### config.mk
export PLATFORM = sky130hd
export DESIGN_NAME = button_debouncer
export DESIGN_NICKNAME = d
export VERILOG_FILES = /design/src/rtl/button_debouncer_pkg.sv /design/src/rtl/debounce_channel.sv /design/src/rtl/button_debouncer.sv
export SDC_FILE = /design/constraint.sdc
export NUM_CORES = 1
export LEC_CHECK = 0
export CORE_MARGIN = 2
export CORE_UTILIZATION = 64
export DETAILED_ROUTE_END_ITERATION = 12
export MAX_ROUTING_LAYER = met4
export PLACE_DENSITY_LB_ADDON = 0.25
export RECOVER_POWER = 100
export SYNTH_ARGS = -nofsm -noshare
export SYNTH_HDL_FRONTEND = slang
export SYNTH_HIERARCHICAL = 1
export SYNTH_SLANG_ARGS = --single-unit
### constraint.sdc
create_clock -name clk -period 3.3 [get_ports clk]
set_input_delay 0.99 -clock clk [delete_from_list [all_inputs] [get_ports clk]]
set_output_delay 0.99 -clock clk [all_outputs]
set_load 0.005 [all_outputs]
### src/rtl/button_debouncer_pkg.sv
// Shared types and defaults for the push-button debouncer.
// Imported by the channel and the top.
package button_debouncer_pkg;

  typedef enum logic {
    STABLE   = 1'b0,
    SETTLING = 1'b1
  } deb_state_t;

  localparam int DEB_DEFAULT_CYCLES = 500000;
  localparam int DEB_DEFAULT_WIDTH  = 2;

  function automatic int deb_cnt_width(input int n);
    return $clog2(n + 1);
  endfunction

endpackage

### src/rtl/debounce_channel.sv
// One button bit: 2-flop synchroniser, stability FSM,
// level register and registered press/release pulses.
module debounce_channel
  import button_debouncer_pkg::*;
#(
  parameter int   DEBOUNCE_CYCLES = DEB_DEFAULT_CYCLES,
  parameter logic RESET_VALUE     = 1'b1
) (
  input  logic clk,
  input  logic reset_n,
  input  logic button_raw,
  output logic button_level,
  output logic press_pulse,
  output logic release_pulse,
  output logic settling
);

  localparam int CW = deb_cnt_width(DEBOUNCE_CYCLES);
  localparam logic [CW-1:0] CNT_LAST = CW'(DEBOUNCE_CYCLES - 1);
  localparam logic [CW-1:0] CNT_ONE  = CW'(1);

  logic          sync1;
  logic          sync2;
  deb_state_t    state_q;
  deb_state_t    state_d;
  logic [CW-1:0] cnt_q;
  logic [CW-1:0] cnt_d;
  logic          level_q;
  logic          level_d;
  logic          press_q;
  logic          press_d;
  logic          release_q;
  logic          release_d;
  logic          settling_q;
  logic          settling_d;
  logic          glitch;
  logic          done;
  logic          step;

  always_ff @(posedge clk or negedge reset_n) begin
    if (!reset_n) begin
      sync1      <= RESET_VALUE;
      sync2      <= RESET_VALUE;
      state_q    <= STABLE;
      cnt_q      <= '0;
      level_q    <= RESET_VALUE;
      press_q    <= 1'b0;
      release_q  <= 1'b0;
      settling_q <= 1'b0;
    end else begin
      sync1      <= button_raw;
      sync2      <= sync1;
      state_q    <= state_d;
      cnt_q      <= cnt_d;
      level_q    <= level_d;
      press_q    <= press_d;
      release_q  <= release_d;
      settling_q <= settling_d;
    end
  end

  assign glitch = (sync2 == level_q);
  assign done   = !glitch && (cnt_q == CNT_LAST);
  assign step   = !glitch && (cnt_q != CNT_LAST);

  always_comb begin
    state_d = state_q;
    cnt_d   = cnt_q;
    level_d = level_q;
    unique case (state_q)
      STABLE: begin
        if (sync2 != level_q) begin
          // A one-cycle window needs no counting state.
          if (DEBOUNCE_CYCLES == 1) begin
            level_d = sync2;
          end else begin
            cnt_d   = CNT_ONE;
            state_d = SETTLING;
          end
        end
      end
      SETTLING: begin
        unique case (1'b1)
          glitch: begin
            cnt_d   = '0;
            state_d = STABLE;
          end
          done: begin
            level_d = sync2;
            cnt_d   = '0;
            state_d = STABLE;
          end
          step: begin
            cnt_d = cnt_q + CNT_ONE;
          end
          default: begin
            cnt_d = cnt_q;
          end
        endcase
      end
      default: begin
        state_d = STABLE;
      end
    endcase
  end

  always_comb begin
    press_d    = level_q & ~level_d;
    release_d  = ~level_q & level_d;
    settling_d = (state_d == SETTLING);
  end

  assign button_level  = level_q;
  assign press_pulse   = press_q;
  assign release_pulse = release_q;
  assign settling      = settling_q;

endmodule

### src/rtl/button_debouncer.sv
// Multi-channel push-button conditioner feeding the PIO in_port.
// Channels are independent debounce_channel instances.
module button_debouncer
  import button_debouncer_pkg::*;
#(
  parameter int               WIDTH           = DEB_DEFAULT_WIDTH,
  parameter int               DEBOUNCE_CYCLES = DEB_DEFAULT_CYCLES,
  parameter logic [WIDTH-1:0] RESET_VALUE     = '1
) (
  input  logic             clk,
  input  logic             reset_n,
  input  logic [WIDTH-1:0] button_raw,
  output logic [WIDTH-1:0] button_level,
  output logic [WIDTH-1:0] press_pulse,
  output logic [WIDTH-1:0] release_pulse,
  output logic [WIDTH-1:0] settling
);

  for (genvar i = 0; i < WIDTH; i++) begin : g_ch
    debounce_channel #(
      .DEBOUNCE_CYCLES (DEBOUNCE_CYCLES),
      .RESET_VALUE     (RESET_VALUE[i])
    ) u_ch (
      .clk           (clk),
      .reset_n       (reset_n),
      .button_raw    (button_raw[i]),
      .button_level  (button_level[i]),
      .press_pulse   (press_pulse[i]),
      .release_pulse (release_pulse[i]),
      .settling      (settling[i])
    );
  end

endmodule

==> results of run 1 <==
final cells by class:
cell class / count / share of cell area [%]
clock buffers: 5 / 2.437
multi-input cells: 216 / 44.04
clock inverters: 3 / 0.7532
well taps: 50 / 2.215
flip-flops and latches: 50 / 44.57
inverters: 10 / 1.329
repair buffers: 16 / 4.652
report_power, final:
group	leakage, µW	switching (µW)	internal (µW)	total (µW)
clock	0.0000441	208	149	358
sequential	0.000667	11.4	624	635
combinational	0.000439	44.1	20.1	64.1
total	0.00115	264	793	1060
metrics by stage:
step	utilization, %	instance area (µm²)	total power [µW]	setup slack (ns)
after floorplan	-	2610	682.2	1.254
after global placement	69.75	2770	713.6	1.109
after detailed placement	69.75	2770	715.4	1.067
after CTS	72.02	2860	1073	0.9120
after global routing	71.11	2824	1104	0.7620
final	71.11	2824	1057	0.8302
flip-flops by register name, indices dropped and copies added, names as in the netlist:
register                 count
g_ch.u_ch/settling           2
g_ch.u_ch/release_pulse      2
g_ch.u_ch/button_level       2
g_ch.u_ch/press_pulse        2
g_ch.u_ch/sync1              2
g_ch.u_ch/cnt_q             38
g_ch.u_ch/sync2              2
routing by layer:
layer / global-route usage [%] / vias to the layer above / share of wire, % / wire length, µm
met5: - / - / 0 / 0
met4: 10.50 / 0 / 1.6 / 83
met3: 5.592 / 8 / 3.7 / 194
met2: 46.20 / 53 / 52 / 2777
met1: 29.30 / 1098 / 42 / 2251
li1: - / 1081 / - / -
kinds of logic (layout without fill, tap and decap cells):
group	count (synthesis)	after routing	share of synthesized area (%)
AO/OA/AOI/OAI	48	48	11.51
XOR/XNOR	2	2	0.6713
flip-flops	50	50	48.23
multiplexers	10	10	3.931
buffers and inverters	20	34	3.164
AND/OR/NAND/NOR	154	154	31.54
adder cells (fa/ha/maj)	2	2	0.9586
how the worst max path moves through the flow:
stage                                    from                      to  slack [ns]  depth (start not counted)
detailed placement      g_ch[1].u_ch/cnt_q[0]  g_ch[1].u_ch/cnt_q[18]        1.07                          6
global route            g_ch[0].u_ch/cnt_q[9]  g_ch[0].u_ch/cnt_q[12]        0.76                          5
CTS                 g_ch[1].u_ch/button_level         button_level[1]        0.91                          1
finish              g_ch[1].u_ch/button_level         button_level[1]        0.83                          1
floorplan               g_ch[0].u_ch/cnt_q[0]  g_ch[0].u_ch/cnt_q[18]        1.25                          6
global placement        g_ch[1].u_ch/cnt_q[0]  g_ch[1].u_ch/cnt_q[18]        1.11                          6
placed cells by master, fill, tap and decap left out, types with 2 or more instances in the layout:
master and count:
buf_4 2, a21oi_1 20, mux2i_1 8, o311ai_0 8, a22o_1 2, dfrtp_1 44
o31ai_1 2, mux2_2 2, and3_1 4, xor2_1 2, inv_1 10, a32oi_1 2
dfstp_2 4, nor4_1 6, dlygate4sd3_1 10, and2_1 4, nand2_1 38, a21o_1 4
or4_1 2, clkbuf_1 3, or4_4 2, or4b_1 2, o21ai_0 10, or3_2 2
or3_1 14, ha_1 2, nand4_1 10, nor3b_1 4, or2_2 2, nand3_1 50
clkbuf_8 5, dfstp_1 2, nor2_1 14
==> results by group, run 1 <==
Clock tree
  – CTS tree: yes
  – H-tree levels: 2
  – Setup bufs post-CTS: 0
  – Clk buf depth: 2
  – Clk sinks: 50
  – Clk_lat worst skew: 0.30 ns
  – Hold-fix buffers, CTS: 0
  – Total CTS buffers: 5
  – Worst-path clk slew: 0.09 ns
  – Post-CTS Resized: 0
  – Root Buffer: clkbuf_8

Run status
  – Status: completed

Timing
  – Final hold viol count: 0
  – Final clock skew: about 0.012 ns
  – # setup viols final: 0
  – Maximum clock frequency: 0.4049 GHz
  – Min cycle time layout: about 2.5 ns
  – Final Cycle Share: 74.84%
  – RSZ-0062 raised after global routing: no
  – Setup TNS Final: 0 ns
  – Slew headroom: 26.86%
  – Hold slack: approximately 0.36 ns
  – Least-Margin Pin Slew: 1.097 ns
  – Final Max Slew Viols: 0

Setup path
  – WP buf/inv: 1
  – Depth of the most critical reg-to-reg path: 5
  – WP data required: 2.31 ns
  – CP top delay family: flip-flops
  – Arr. time, crit path: around 1.5 ns
  – Cell Chain, Critical Path: dlygate4sd3_1
  – Crit Path Category: reg -> out
  – Startpoint Class: flop
  – Slowest CP cell: dfstp_1
  – Critical path fanouts, max: 5
  – Worst r2r dst: g_ch[0].u_ch/cnt_q[12]
  – Max incr delay on CP: 0.59 ns
  – Setup crit end kind: output port
  – R2r startpoint: g_ch[0].u_ch/cnt_q[11]
  – R2R setup slack: 0.93 ns

Detailed routing
  – DR pass1 iterations: 4
  – Initial DRC Count: 152
  – # DRC: 0
  – Vias: 2,240
  – Via/cell ratio: 6.400
  – Detail Route Antenna Nets: 0
  – Final Routed Wirelength: 5.306 mm
  – Avg WL per Cell: 15.16 µm

Cells and area
  – Final std cells w/o fill: 350
  – Area of the multi-input gates: 1244 µm²
  – NumNets Final: 305
  – N_diodes: 0
  – Storage element area: 1259 µm²
  – Filler cell count: 304
  – Layout cell share with drive strength beyond 1: 7.667%
  – P&R area growth vs syn: 8.198%

Global route
  – Global-route wire length before repair: 8.838 mm
  – Vias in the first global route: 2,083
  – Initial antenna violation count: 0
  – GRT Residual Overflow: 0
  – Tot GR Track Use: a little over a quarter
  – Largest net degree at the start of global routing: 47

Floorplanning
  – Starting Density: 65.72%
  – Die area: 4605 µm²
  – Chip width: 67.86 µm
  – Die height: 67.86 µm
  – Top-level port count: 12
  – Core box area: 3971 µm²
  – Row Count: 23

Synthesis
  – Cell taking the most area after synthesis: dfrtp_1
  – Synth cell count leaders: nand3_1, dfrtp_1, nand2_1
  – Cell area after synthesis: between 2000 and 3000 µm²
  – Gate Count Post-Synth: between 200 and 300
  – Post-Syn Nets: slightly below 300
  – Post-synth EDFFs: 0
  – Synth Warn #: 6
  – #FFs+latches synth: 50
  – Register area share after synthesis: 48.23%
  – Async S/R FF share, synth: 100.0%
  – Synth area leaders: dfrtp_1, nand3_1, dfstp_2
  – Top cell type's share of synthesized area: 42.19%
  – Syn avg cell area: 9.126 µm²
  – Synth Flop Type: dfrtp_1
  – Cell variety after synth: 35
  – Top-count cell post-synth: nand3_1

Placed design
  – Placed insts: 342
  – Input/output buffers: 11
  – RD Place Congestion: 0.9011
  – HPWL after DPL: between 3 and 4 mm

Power
  – Pwr dens: 374.3 nW/µm²
  – LEAKAGE: 0.001151 µW
  – Peak supply drop: 197.4 µV

Hold path
  – Worst hold path stage count: 0
  – Hold endpoint: g_ch[0].u_ch/sync2
  – Hold path start: g_ch[0].u_ch/sync1
  – HP Class: reg -> reg

Run
  – Max-cap viol count: 0
Power figures use the tool's default switching activity.
==> run 2, diff against run 1 <==
--- a/config.mk
+++ b/config.mk
@@ -6,7 +6,7 @@
 export NUM_CORES = 1
 export LEC_CHECK = 0
 export CORE_MARGIN = 2
-export CORE_UTILIZATION = 64
+export CORE_UTILIZATION = 60
 export DETAILED_ROUTE_END_ITERATION = 12
 export MAX_ROUTING_LAYER = met4
 export PLACE_DENSITY_LB_ADDON = 0.25
==> constraint.sdc (replaced) <==
create_clock -name clk -period 2.39 [get_ports clk]
set_input_delay 0.717 -clock clk [delete_from_list [all_inputs] [get_ports clk]]
set_output_delay 0.717 -clock clk [all_outputs]
set_load 0.005 [all_outputs]
==> run 2 against run 1 <==
  * Register-to-register slack got worse by 0.76 ns
  * Via count fell by 1.7%
  * Count of clock-buffer cells in the layout rose by 3
  * Sequential power is 38% higher
  * Clock power increased by 32%
  * Power up 36%
  * Hold slack improved by 0.00069 ns
  * Highest routed layer unchanged
  * Global-route usage decreased by 1.6 points
  * First-iteration DRC count increased by 29%
  * Combinational power is 36% higher
  * Critical path depth is 5 higher
==> results by group, run 2 (same netlist as run 1, synthesis figures left out) <==
Floorplanning
  – Top-level port count: 12 (unchanged)
  – Starting Density: 63.87% (was 65.72%)
  – Row Count: 23 (unchanged)
  – Core box area: 4086 µm² (was 3971 µm²)
  – Die area: 4894 µm² (was 4605 µm²)
  – Die height: 69.96 µm (was 67.86 µm)
  – Chip width: 69.96 µm (was 67.86 µm)

Detailed routing
  – Detail Route Antenna Nets: 0 (unchanged)
  – Initial DRC Count: 196 (was 152)
  – Avg WL per Cell: 15.20 µm (was 15.16 µm)
  – Vias: 2,201 (was 2,240)
  – Final Routed Wirelength: 5.304 mm (was 5.306 mm)
  – DR pass1 iterations: 5 (was 4)
  – # DRC: 0 (unchanged)
  – Via/cell ratio: 6.307 (was 6.400)

Timing
  – Least-Margin Pin Slew: 1.216 ns (was 1.097 ns)
  – # setup viols final: 0 (unchanged)
  – Final Max Slew Viols: 0 (unchanged)
  – Final clock skew: 0.003054 ns (was 0.01195 ns)
  – Final hold viol count: 0 (unchanged)
  – Min cycle time layout: 2.219 ns
  – Fin worst setup slack: 0.1710 ns (was 0.8302 ns)
  – Maximum clock frequency: 0.4507 GHz
  – Slew headroom: 18.65% (was 26.86%)
  – Final Cycle Share: 92.85%
  – RSZ-0062 raised after global routing: no (unchanged)
  – Setup TNS Final: 0 ns (unchanged)
  – Hold slack: 0.3588 ns (was 0.3581 ns)

Setup path
  – WP data required: 2.63 ns (was 2.31 ns)
  – Critical path fanouts, max: 4 (was 5)
  – Worst r2r dst: g_ch[1].u_ch/cnt_q[18] (was g_ch[0].u_ch/cnt_q[12])
  – R2r startpoint: g_ch[1].u_ch/cnt_q[0] (was g_ch[0].u_ch/cnt_q[11])
  – Slowest CP cell: or4_4 (was dfstp_1)
  – Arr. time, crit path: 2.46 ns (was 1.48 ns)
  – Depth of the most critical reg-to-reg path: 6 (was 5)
  – Crit Path Category: reg -> reg (was reg -> out)
  – Cell Chain, Critical Path: ha_1, nand4_1, or4_4, or3_1, or3_1, nand3_1 (was dlygate4sd3_1)
  – CP dominant cell by count: or3_1
  – Max incr delay on CP: 0.59 ns (about the same)
  – Setup crit end kind: flop (was output port)
  – R2R setup slack: 0.17 ns (was 0.93 ns)
  – Startpoint Class: flop (unchanged)

Global route
  – Initial antenna violation count: 0 (unchanged)
  – Global-route wire length before repair: 9.397 mm (was 8.838 mm)
  – Vias in the first global route: 2,043 (was 2,083)
  – GRT Residual Overflow: 0 (unchanged)
  – Largest net degree at the start of global routing: 51 (was 47)
  – Tot GR Track Use: 24.71% (was 26.34%)

Power
  – Pwr dens: 508.7 nW/µm² (was 374.3 nW/µm²)
  – Combinational share of power: 6.1% (about the same)
  – Pwr Total: 1435 µW (was 1057 µW)
  – LEAKAGE: 0.001154 µW (was 0.001151 µW)
  – Int Pwr: 1095 µW (was 793.3 µW)
  – Sw frac: 23.69% (was 24.95%)
  – Flop pwr share: 61.1% (was 60.1%)
  – P_sw: 340.0 µW (was 263.8 µW)
  – Peak supply drop: 350.3 µV (was 197.4 µV)
  – Clock power share: 32.8% (was 33.8%)

Cells and area
  – P&R area growth vs syn: 8.102% (was 8.198%)
  – Reg with most FFs: g_ch.u_ch/cnt_q (unchanged)
  – Layout cell share with drive strength beyond 1: 7.692% (was 7.667%)
  – Filler cell count: 311 (was 304)
  – Commonest non-fill, non-tap cell in the layout: nand3_1 (unchanged)
  – Commonest cells after routing, fill and taps aside: nand3_1, dfrtp_1, nand2_1 (unchanged)
  – NumNets Final: 304 (was 305)
  – N_diodes: 0 (unchanged)
  – Max reg flops: 38 (unchanged)

Placed design
  – RD Place Congestion: 0.8990 (was 0.9011)
  – Setup WS pre-CTS: 0.2300 ns (was 1.067 ns)
  – Input/output buffers: 11 (unchanged)
  – HPWL after DPL: 3.704 mm (was 3.722 mm)

Clock tree
  – Total CTS buffers: 5 (unchanged)
  – Setup bufs post-CTS: 0 (unchanged)
  – CTS tree: yes (unchanged)
  – Post-CTS Resized: 0 (unchanged)
  – H-tree levels: 2 (unchanged)
  – Clk sinks: 50 (unchanged)
  – Root Buffer: clkbuf_8 (unchanged)
  – Worst-path clk slew: 0.08 ns (was 0.09 ns)
  – Clk buf depth: 2 (unchanged)
  – Hold-fix buffers, CTS: 0 (unchanged)
  – Clk_lat worst skew: 0.30 ns (about the same)

Hold path
  – HP Class: reg -> reg (unchanged)
  – Worst hold path stage count: 0 (unchanged)
  – Hold path start: g_ch[1].u_ch/sync1 (was g_ch[0].u_ch/sync1)
  – Hold endpoint: g_ch[1].u_ch/sync2 (was g_ch[0].u_ch/sync2)

Run status
  – Status: completed (unchanged)

Run
  – Max-cap viol count: 0 (unchanged)
==> run 2: cell count changes in the layout (fill, tap and decap cells not counted), sizes merged <==
| cell | previous run | this run |
|---|---|---|
| buf | 2 | 3 |
| clkbuf | 9 | 10 |
| clkinv | 2 | 0 |
| clkinvlp | 1 | 0 |
==> run 2: worst max-delay path: cells and delay by family (launching register included) <==
kind / cells / cell delay, ns
adder cells (fa/ha/maj): 1 / 0.24
flip-flops: 1 / 0.42
AND/OR/NAND/NOR: 5 / 1.51
==> run 2: final cells by class <==
| cell class | count | area (µm²) | area share [%] |
|---|---|---|---|
| Clock buffer | 8 | 80.08 | 2.838 |
| Inverter | 10 | 37.54 | 1.330 |
| Multi-Input combinational cell | 216 | 1252 | 44.39 |
| Sequential cell | 50 | 1259 | 44.61 |
| Tap cell | 50 | 62.56 | 2.217 |
| Timing Repair Buffer | 15 | 130.1 | 4.612 |
==> run 2: metrics by stage <==
step | instances | util, % | cell area, µm²
4_1_cts | 349 | 69.57 | 2843
6_report | 349 | 69.04 | 2821
2_1_floorplan | 286 | - | 2610
3_5_place_dp | 341 | 67.61 | 2763
5_1_grt | 349 | 69.04 | 2821
3_3_place_gp | 341 | 67.61 | 2763
==> run 2: routing by layer <==
metal	up-vias	global-route usage [%]	routed length [µm]	part of all wire (%)
met5	-	-	0	0
met4	0	8.974	62	1.2
met3	6	4.906	377	7.1
li1	1076	-	-	-
met1	1050	35.45	2490	47
met2	69	35.03	2374	45
==> run 2: power groups by stage <==
stage,sequential [µW],combinational (µW),clock [µW]
floorplan,891,51.4,0
global placement,893,90.7,0
detailed placement,894,91.1,0
CTS,878,91.2,482
global route,880,101,516
finish,877,87.4,471
==> run 2: worst max path at each step <==
stage / startpoint / to / slack, ns / depth (start not counted)
5_1_grt: g_ch[0].u_ch/cnt_q[11] / g_ch[0].u_ch/cnt_q[8] / 0.02 / 5
2_1_floorplan: g_ch[0].u_ch/cnt_q[0] / g_ch[0].u_ch/cnt_q[18] / 0.34 / 6
3_5_place_dp: g_ch[1].u_ch/cnt_q[0] / g_ch[1].u_ch/cnt_q[18] / 0.23 / 6
6_report: g_ch[1].u_ch/cnt_q[0] / g_ch[1].u_ch/cnt_q[18] / 0.17 / 6
4_1_cts: g_ch[1].u_ch/cnt_q[0] / g_ch[1].u_ch/cnt_q[18] / 0.21 / 6
3_3_place_gp: g_ch[0].u_ch/cnt_q[14] / g_ch[0].u_ch/cnt_q[10] / 0.26 / 5
